## src/rtl/rv32i_core_pkg.sv

```systemverilog
// Shared types and constants for the RV32I core front end.
package rv32i_core_pkg;

  typedef enum logic [1:0] {
    FETCH = 2'd0,
    HOLD  = 2'd1,
    FLUSH = 2'd2,
    FAULT = 2'd3
  } fetch_state_t;

  typedef struct packed {
    logic [31:0] instr;
    logic [31:0] pc;
  } fetch_entry_t;

  localparam logic [31:0] INSTR_ALIGN_MASK = 32'h3;

  function automatic logic is_aligned(input logic [31:0] addr);
    return (addr & INSTR_ALIGN_MASK) == 32'h0;
  endfunction

endpackage

```

## src/rtl/rv32i_fetch_unit_if.sv

```systemverilog
// Fetch unit bus: instruction-memory read port, decode valid/ready and redirect.
interface rv32i_fetch_unit_if;
  logic        o_imem_rd_en;
  logic [31:0] o_imem_rd_addr;
  logic [31:0] i_imem_rd_data;
  logic        i_imem_rd_valid;
  logic [31:0] o_instr;
  logic [31:0] o_instr_pc;
  logic        o_instr_valid;
  logic        i_instr_ready;
  logic        i_redirect_valid;
  logic [31:0] i_redirect_pc;
  logic        o_fetch_fault;

  modport master (
    output o_imem_rd_en, o_imem_rd_addr, o_instr, o_instr_pc, o_instr_valid, o_fetch_fault,
    input  i_imem_rd_data, i_imem_rd_valid, i_instr_ready, i_redirect_valid, i_redirect_pc
  );

  modport slave (
    input  o_imem_rd_en, o_imem_rd_addr, o_instr, o_instr_pc, o_instr_valid, o_fetch_fault,
    output i_imem_rd_data, i_imem_rd_valid, i_instr_ready, i_redirect_valid, i_redirect_pc
  );
endinterface

```

## src/rtl/rv32i_fetch_buffer.sv

```systemverilog
// Small register FIFO (depth 1 or 2) holding fetched {instr, pc} entries; head at index 0.
module rv32i_fetch_buffer
  import rv32i_core_pkg::*;
#(
  parameter int DEPTH = 1
) (
  input  logic                         i_clk,
  input  logic                         i_rst,
  input  logic                         push_i,
  input  logic                         pop_i,
  input  logic                         flush_i,
  input  fetch_entry_t                 data_i,
  output fetch_entry_t                 head_o,
  output logic [$clog2(DEPTH+1)-1:0]   count_o,
  output logic                         full_o,
  output logic                         empty_o
);

  localparam int CNT_W = $clog2(DEPTH + 1);

  fetch_entry_t     entries_q [DEPTH];
  fetch_entry_t     entries_d [DEPTH];
  logic [CNT_W-1:0] count_q, count_d;
  logic             pop_eff;

  assign empty_o = (count_q == '0);
  assign full_o  = (count_q == CNT_W'(DEPTH));
  assign pop_eff = pop_i && !empty_o;
  assign head_o  = entries_q[0];
  assign count_o = count_q;

  // Pop shifts toward the head first, so a push in the same cycle lands behind the survivors.
  always_comb begin
    int  widx;
    logic push_ok;
    entries_d = entries_q;
    count_d   = count_q;
    widx      = int'(count_q);
    push_ok   = 1'b0;
    if (flush_i) begin
      count_d = '0;
    end else begin
      if (pop_eff) begin
        for (int i = 0; i < DEPTH - 1; i++) entries_d[i] = entries_q[i+1];
        widx = widx - 1;
      end
      push_ok = push_i && (widx < DEPTH);
      if (push_ok) begin
        for (int i = 0; i < DEPTH; i++) begin
          if (i == widx) entries_d[i] = data_i;
        end
      end
      count_d = CNT_W'(widx + (push_ok ? 1 : 0));
    end
  end

  always_ff @(posedge i_clk) begin
    if (i_rst) begin
      count_q <= '0;
      for (int i = 0; i < DEPTH; i++) entries_q[i] <= '0;
    end else begin
      count_q   <= count_d;
      entries_q <= entries_d;
    end
  end

endmodule

```

## src/rtl/rv32i_fetch_unit.sv

```systemverilog
// RV32I instruction fetch: owns the PC, runs the 3-cycle imem read, buffers words for decode.
// Build option: RV32I_FETCH_PREFETCH_EN selects a 2-entry buffer (default 1 entry).
module rv32i_fetch_unit
  import rv32i_core_pkg::*;
#(
  parameter logic [31:0] RESET_PC = 32'h0000_0000
) (
  input  logic               i_clk,
  input  logic               i_rst,
  rv32i_fetch_unit_if.master bus
);

  // state | meaning
  // FETCH | imem read in progress at pc_q
  // HOLD  | buffer full, waiting for decode to pop
  // FLUSH | one idle cycle after a redirect so the memory read FSM restarts
  // FAULT | misaligned redirect target, fetch halted until an aligned redirect

`ifdef RV32I_FETCH_PREFETCH_EN
  localparam int BUF_DEPTH = 2;
`else
  localparam int BUF_DEPTH = 1;
`endif
  localparam int CNT_W = $clog2(BUF_DEPTH + 1);

  fetch_state_t     state_q, state_d;
  logic [31:0]      pc_q, pc_d;
  logic             redirect, rd_hit, push, pop, room_after_push;
  logic [CNT_W-1:0] buf_count;
  logic             buf_full, buf_empty;
  fetch_entry_t     head, new_entry;

  assign redirect  = bus.i_redirect_valid;
  assign rd_hit    = (state_q == FETCH) && bus.i_imem_rd_valid;
  assign pop       = bus.o_instr_valid && bus.i_instr_ready;
  assign push      = rd_hit && !redirect;
  assign new_entry = '{instr: bus.i_imem_rd_data, pc: pc_q};
  assign room_after_push = (int'(buf_count) + 1 - (pop ? 1 : 0)) < BUF_DEPTH;

  always_ff @(posedge i_clk) begin
    if (i_rst) begin
      state_q <= FETCH;
      pc_q    <= RESET_PC;
    end else begin
      state_q <= state_d;
      pc_q    <= pc_d;
    end
  end

  always_comb begin
    state_d = state_q;
    pc_d    = pc_q;
    if (redirect) begin
      pc_d    = bus.i_redirect_pc;
      state_d = is_aligned(bus.i_redirect_pc) ? FLUSH : FAULT;
    end else begin
      case (state_q)
        FETCH: begin
          if (rd_hit) begin
            pc_d = pc_q + 32'd4;
            if (!room_after_push) state_d = HOLD;
          end
        end
        HOLD:    if (pop || !buf_full) state_d = FETCH;
        FLUSH:   state_d = FETCH;
        FAULT:   state_d = FAULT;
        default: state_d = FETCH;
      endcase
    end
  end

  always_comb begin
    bus.o_imem_rd_en  = (state_q == FETCH) && !i_rst;
    bus.o_fetch_fault = (state_q == FAULT);
  end

  assign bus.o_imem_rd_addr = pc_q;
  assign bus.o_instr        = head.instr;
  assign bus.o_instr_pc     = head.pc;
  assign bus.o_instr_valid  = !buf_empty;

  rv32i_fetch_buffer #(.DEPTH(BUF_DEPTH)) u_buffer (
    .i_clk   (i_clk),
    .i_rst   (i_rst),
    .push_i  (push),
    .pop_i   (pop),
    .flush_i (redirect),
    .data_i  (new_entry),
    .head_o  (head),
    .count_o (buf_count),
    .full_o  (buf_full),
    .empty_o (buf_empty)
  );

endmodule
```

## src/flat_wrapper.sv

```systemverilog
// flat-port wrapper written by rule: the top's interface ports become plain ports
module rv32i_fetch_unit_flat import rv32i_core_pkg::*;
#(
  parameter logic [31:0] RESET_PC = 32'h0000_0000
)
  (i_clk, i_rst, bus_o_imem_rd_en, bus_o_imem_rd_addr, bus_o_instr, bus_o_instr_pc, bus_o_instr_valid, bus_o_fetch_fault, bus_i_imem_rd_data, bus_i_imem_rd_valid, bus_i_instr_ready, bus_i_redirect_valid, bus_i_redirect_pc);
  rv32i_fetch_unit_if bus_i ();
  input  logic i_clk;
  input  logic i_rst;
  output wire logic [$bits(bus_i.o_imem_rd_en)-1:0] bus_o_imem_rd_en;
  output wire logic [$bits(bus_i.o_imem_rd_addr)-1:0] bus_o_imem_rd_addr;
  output wire logic [$bits(bus_i.o_instr)-1:0] bus_o_instr;
  output wire logic [$bits(bus_i.o_instr_pc)-1:0] bus_o_instr_pc;
  output wire logic [$bits(bus_i.o_instr_valid)-1:0] bus_o_instr_valid;
  output wire logic [$bits(bus_i.o_fetch_fault)-1:0] bus_o_fetch_fault;
  input wire logic [$bits(bus_i.i_imem_rd_data)-1:0] bus_i_imem_rd_data;
  input wire logic [$bits(bus_i.i_imem_rd_valid)-1:0] bus_i_imem_rd_valid;
  input wire logic [$bits(bus_i.i_instr_ready)-1:0] bus_i_instr_ready;
  input wire logic [$bits(bus_i.i_redirect_valid)-1:0] bus_i_redirect_valid;
  input wire logic [$bits(bus_i.i_redirect_pc)-1:0] bus_i_redirect_pc;
  assign bus_o_imem_rd_en = bus_i.o_imem_rd_en;
  assign bus_o_imem_rd_addr = bus_i.o_imem_rd_addr;
  assign bus_o_instr = bus_i.o_instr;
  assign bus_o_instr_pc = bus_i.o_instr_pc;
  assign bus_o_instr_valid = bus_i.o_instr_valid;
  assign bus_o_fetch_fault = bus_i.o_fetch_fault;
  assign bus_i.i_imem_rd_data = bus_i_imem_rd_data;
  assign bus_i.i_imem_rd_valid = bus_i_imem_rd_valid;
  assign bus_i.i_instr_ready = bus_i_instr_ready;
  assign bus_i.i_redirect_valid = bus_i_redirect_valid;
  assign bus_i.i_redirect_pc = bus_i_redirect_pc;
  rv32i_fetch_unit #(.RESET_PC(RESET_PC)) u_core (.i_clk(i_clk), .i_rst(i_rst), .bus(bus_i));
endmodule
```

## config.mk

```make
export PLATFORM = sky130hd
export DESIGN_NAME = rv32i_fetch_unit_flat
export DESIGN_NICKNAME = d
export VERILOG_FILES = /design/src/rtl/rv32i_core_pkg.sv /design/src/rtl/rv32i_fetch_unit_if.sv /design/src/rtl/rv32i_fetch_buffer.sv /design/src/rtl/rv32i_fetch_unit.sv /design/src/flat_wrapper.sv
export SDC_FILE = /design/constraint.sdc
export NUM_CORES = 1
export LEC_CHECK = 0
export CAP_MARGIN = 10
export CORE_MARGIN = 4
export CORE_UTILIZATION = 42
export DETAILED_ROUTE_END_ITERATION = 12
export PLACE_DENSITY = 0.81
export SYNTH_ARGS = -nofsm -noshare
export SYNTH_HDL_FRONTEND = slang
export SYNTH_HIERARCHICAL = 1
export SYNTH_SLANG_ARGS = --single-unit
```

## constraint.sdc

```tcl
create_clock -name i_clk -period 2.5 [get_ports i_clk]
set_clock_uncertainty 0.2 [all_clocks]
set_input_delay 0.625 -clock i_clk [delete_from_list [all_inputs] [get_ports i_clk]]
set_output_delay 0.625 -clock i_clk [all_outputs]
set_load 0.05 [all_outputs]
```

# ---- After elaboration in Yosys (flattened, before gate mapping)
# Cells that the tools add are included.
# Widths: inputs -> output; s select.
dict set report classes {
  addsub 5
  n_lt_le_gt_ge 2
  n_eq_ne 6
  muxes 13
  bitwise 1
  n_reduce_logical 19
}
# operator count
set ops {}
lappend ops {{$mux 32} 5}
lappend ops {{$logic_not 32->1} 2}
lappend ops {{$lt 32x2->1 const B} 2}
lappend ops {{$add 32x3->32 const B} 1}
lappend ops {{$sub 32x32->32} 1}
lappend ops {{$mux 2} 4}
lappend ops {{$pmux 2 s4} 1}
lappend ops {{$logic_and 1x1->1} 6}
lappend ops {{$ne 3x2->1 const B} 2}
lappend ops {{$reduce_and 3->1} 2}
lappend ops {{$eq 2x2->1 const B} 2}
lappend ops {{$reduce_bool 2->1} 2}
lappend ops {{$logic_not 1->1} 3}
lappend ops {{$mux 1} 3}
lappend ops {{$ne 3x3->1 const B} 1}
lappend ops {{$add 1x1->2 const B} 1}
lappend ops {{$eq 2x1->1 const B} 1}
lappend ops {{$logic_not 2->1} 1}
lappend ops {{$reduce_and 2->1} 1}
lappend ops {{$reduce_or 2->1} 1}
lappend ops {{$sub 1x1->2 const B} 1}
lappend ops {{$add 1x1->1} 1}
lappend ops {{$logic_or 1x1->1} 1}
lappend ops {{$not 1->1} 1}
dict set report word_totals {
  ff_bits 99
  input_bits 69
  out_inout_bits 99
}

# ---- Logic depth before layout (Yosys ltp)
dict set report depth {
  ltp_word 8
  mapped_depth 8
}

# ---- Hierarchy
# Netlist, hierarchy kept.
# module instances cells_per_inst area_per_inst_um2
set by_module_without_submodules {}
lappend by_module_without_submodules {rv32i_fetch_buffer 1 284 2974.1}
lappend by_module_without_submodules {rv32i_fetch_unit 1 252 2033.2}

# ---- Least setup slack after synthesis
# Ideal clock, no wire load.
dict set report synth_timing {
  path_type {reg2reg}
  startpoint {register u_core.pc_q[2], in the netlist u_core/bus.o_imem_rd_addr[2]}
  endpoint {register u_core.pc_q[30], in the netlist u_core/bus.o_imem_rd_addr[30]}
  t_arrival_ns 2.398
  path_slack_ns -0.189
  path_stages_with_launch 7
  path_buffers 1
  period_less_slack_ns 2.689
  path_cell_list {dfxtp_1 ha_1 nand3_1 or4_4 buf_6 or4_1 a311oi_1}
}
dict set report synth_between {
  elab_chain_len 4
}
# item line_no
set synth_lines {}
lappend synth_lines {{from (decl)} rv32i_fetch_unit.sv:27} ;# logic [31:0] pc_q, pc_d;
lappend synth_lines {{from (signal assigned)} rv32i_fetch_unit.sv:46} ;# pc_q <= pc_d;
lappend synth_lines {{$add 32x3->32} rv32i_fetch_unit.sv:60} ;# pc_d = pc_q + 32'd4;
lappend synth_lines {{$mux 32} rv32i_fetch_unit.sv:59} ;# if (rd_hit) begin
lappend synth_lines {{$mux 32} rv32i_fetch_unit.sv:57} ;# case (state_q)
lappend synth_lines {{$mux 32} rv32i_fetch_unit.sv:53} ;# if (redirect) begin
# Every way passes these cells. The select of a mux whose other input is x is not followed.
# A chain may end at the register's enable or synchronous reset.

# ---- Worst setup path after layout
dict set report layout_timing {
  startpoint {register u_core.pc_q[2], in the netlist u_core/bus.o_imem_rd_addr[2]}
  endpoint {output port bus_o_imem_rd_addr[2]}
}
# item line_no
set layout_rtl {}
lappend layout_rtl {{to (decl)} flat_wrapper.sv:11} ;# output wire logic [$bits(bus_i.o_imem_rd_addr)-1:0] bus_o_imem_rd_addr;
# No word-level cell between the ends.

==> results.toml <==
[status]
status = "complete, no violations"

[clock_tree]
h-tree-depth = 3
cts_buffer_depth = 2
numCtsBuffers = 9
cts_tree = "built"
cts.sinks = 99
clk_latency_ps = 340
post_cts_buffers = 0
cts-root-buf = "clkbuf_16"
clkTransAtPathRegs_ps = 60
ctsHoldBuffers = 0

[setup_path]
crit_path_start = "u_core/bus.o_imem_rd_addr[2]"
cp_cell_sequence = "clkdlybuf4s50_1"
critPathBufInv = 1
arrival_ps = 1620
path_class = "register to primary output"
r2r_start = "u_core/bus.o_imem_rd_addr[2]"
cp_data_required_time_ps = 1670
cp_top_family = "buffers and inverters"
cpMaxStageDelayCell = "clkdlybuf4s50_1"
worstPathMaxFanout = 8
end_kind = "primary output"
cpPeakStageDelay_ps = 840
critPathLaunchType = "register"

[grt]
antenna_found_initial = 0
overflow = 0
grt_pass1_vias = 4419
grt_usage = 0.199
grt_pass1_wl_um = 21700
grt_max_degree = 147

[timing]
fmax_ghz = 0.409
hold_violations = 0
fin_crit_ps = 2450
whs_ps = 270
rsz0062_at_grt = "false"
slew_headroom = 0.625
fin_tns_setup_ps = 0
fin_ws_ps = 54.9
finalSetupViolCount = 0
timing.final.max_slew_violations = 0
finalCritPeriodShare = 0.978
tightest_slew_ps = 561

[min_path]
hp-class = "register to register"
min_from = "u_core/u_buffer/head_o[40]"

[detailed_routing]
wirelength_um = 14100
vias_per_cell = 5.25
vias = 4521
drtIter0Drc = 306
ant_nets = 0
drc = 0
dr.pass1.iters = 5
avgRoutedWirePerCell_um = 16.4

[synth]
syn-cell-area_um2 = 5010
ys_async_sr_fraction = 0
synthCells = 536
yosys_warnings = 6
yosysSeqAreaShare = 0.396
synth-edff-count = 0
ys_ff_latch = 99
syn_nets = 609
postSynthAreaPerCell_um2 = 9.34
synth_ff_type = "dfxtp_1"
synthDistinctLibCells = 50

[power]
ir_drop_v = 0.000310
p_total_mw = 3.77
power.density_nw_per_um2 = 520
power_leakage_nw = 2.55

[final_layout]
nets = 787
finish.utilization = 0.627
area_delta_synth_final_pct = 44.7
diodes = 0
fill_cells = 968
final_area_um2 = 7250
stdcell_count = 861
final_layout_size_suffix_gt1_frac = 0.116

[floorplanning]
rows = 39
num_io_pins = 168
core_region_area_um2 = 11600
die_area_um2 = 13700
dieHeight_um = 117
initial_core_util = 0.433
die_w_um = 117

[placement]
place_ws_ps = -374
portBuffers = 167
post-place-cells = 846
dpl_cell_area_um2 = 6960
gp_congestion = 0.867
place_hpwl_um = 10300

[flow_run]
drv_cap = 0
## area by class of cell
| cell class | count | area [um2] | area share |
|---|---|---|---|
| Sequential cell | 99 | 1990 | 0.275 |
| Tap cell | 143 | 179 | 0.0247 |
| Clock inverter | 4 | 27.5 | 0.00380 |
| Clock buffer | 11 | 243 | 0.0335 |
| Multi-Input combinational cell | 388 | 2740 | 0.378 |
| Timing Repair Buffer | 205 | 2020 | 0.279 |
| Inverter | 11 | 41.3 | 0.00570 |
## cell usage after synthesis (all sizes together) (6+ instances only)
master  number  area, um2
nand2b     132        826
dfxtp       99       1980
mux2i       66        661
nor2        27        101
clkbuf      23       86.3
nand2       22       82.6
buf         15        175
a311oi      12        105
nand4       12       87.6
a211oi      10       75.1
inv         10       37.5
nand3        9       50.1
or4          9       71.3
nor3         8       40.0
xnor2        8       70.1
o21ai        7       35.0
a21oi        6       30.0
nor4         6       37.5
## flip-flops by register name, summed over array words and instances (netlist names)
name,cells
u_core/u_buffer/count_o,1
u_core/u_buffer/head_o,64
u_core/bus.o_imem_rd_addr,32
u_core/state_q,2
## cell usage in the layout (no fill, tap or decap), types with 8 or more instances in the layout
master / instances
dfxtp_2: 10
xnor2_1: 8
nand2b_1: 132
a311oi_1: 12
nand3_1: 8
nor2_1: 27
dfxtp_1: 89
nand2_1: 22
clkbuf_16: 9
inv_1: 10
mux2i_1: 66
nand4_1: 10
clkdlybuf4s50_1: 150
buf_4: 42
a211oi_1: 10
nor3_1: 8
## power by group
part / switching, mW / internal, mW / leakage, nW
Clock: 0.589 / 0.695 / 0.124
Combinational: 0.424 / 0.352 / 1.62
Sequential: 0.0663 / 1.64 / 0.810
## kinds of logic (layout without fill, tap and decap cells)
| group | after synthesis | in the layout | share of synthesized area |
|---|---|---|---|
| and+or+nand+nor | 249 | 249 | 0.295 |
| DFF | 99 | 99 | 0.396 |
| muxes | 67 | 67 | 0.134 |
| AOI/OAI and AO/OA | 57 | 57 | 0.0852 |
| buffers and inverters | 49 | 231 | 0.0605 |
| xor gates and xnor gates | 11 | 11 | 0.0192 |
| adders and majority gates | 4 | 4 | 0.0100 |
## routing by layer
layer | GRT usage | vias up | part of all wire
met3 | 0.0298 | 17 | 0.061
met4 | 0.0780 | 0 | 0.018
li1 | - | 2219 | -
met2 | 0.337 | 160 | 0.49
met5 | 0 | - | 0
met1 | 0.254 | 2125 | 0.43
## final timing paths
path                                                      end  slack (ps)  cells after the start
worst min register to register     u_core/u_buffer/head_o[40]         270                      2
worst min-delay path               u_core/u_buffer/head_o[40]         270                      2
worst max register to register  u_core/bus.o_imem_rd_addr[24]         160                      5
worst max-delay path                    bus_o_imem_rd_addr[2]          50                      1
## timing repair
| action | 4_1_cts | 5_1_grt |
|---|---|---|
| gates resized for setup | 3 | 6 |
| pin swaps | 0 | 1 |
| setup endpoints to repair | 3 | 7 |
| hold endpoints to repair | 0 | 0 |
(Power assumes the default switching activity.)
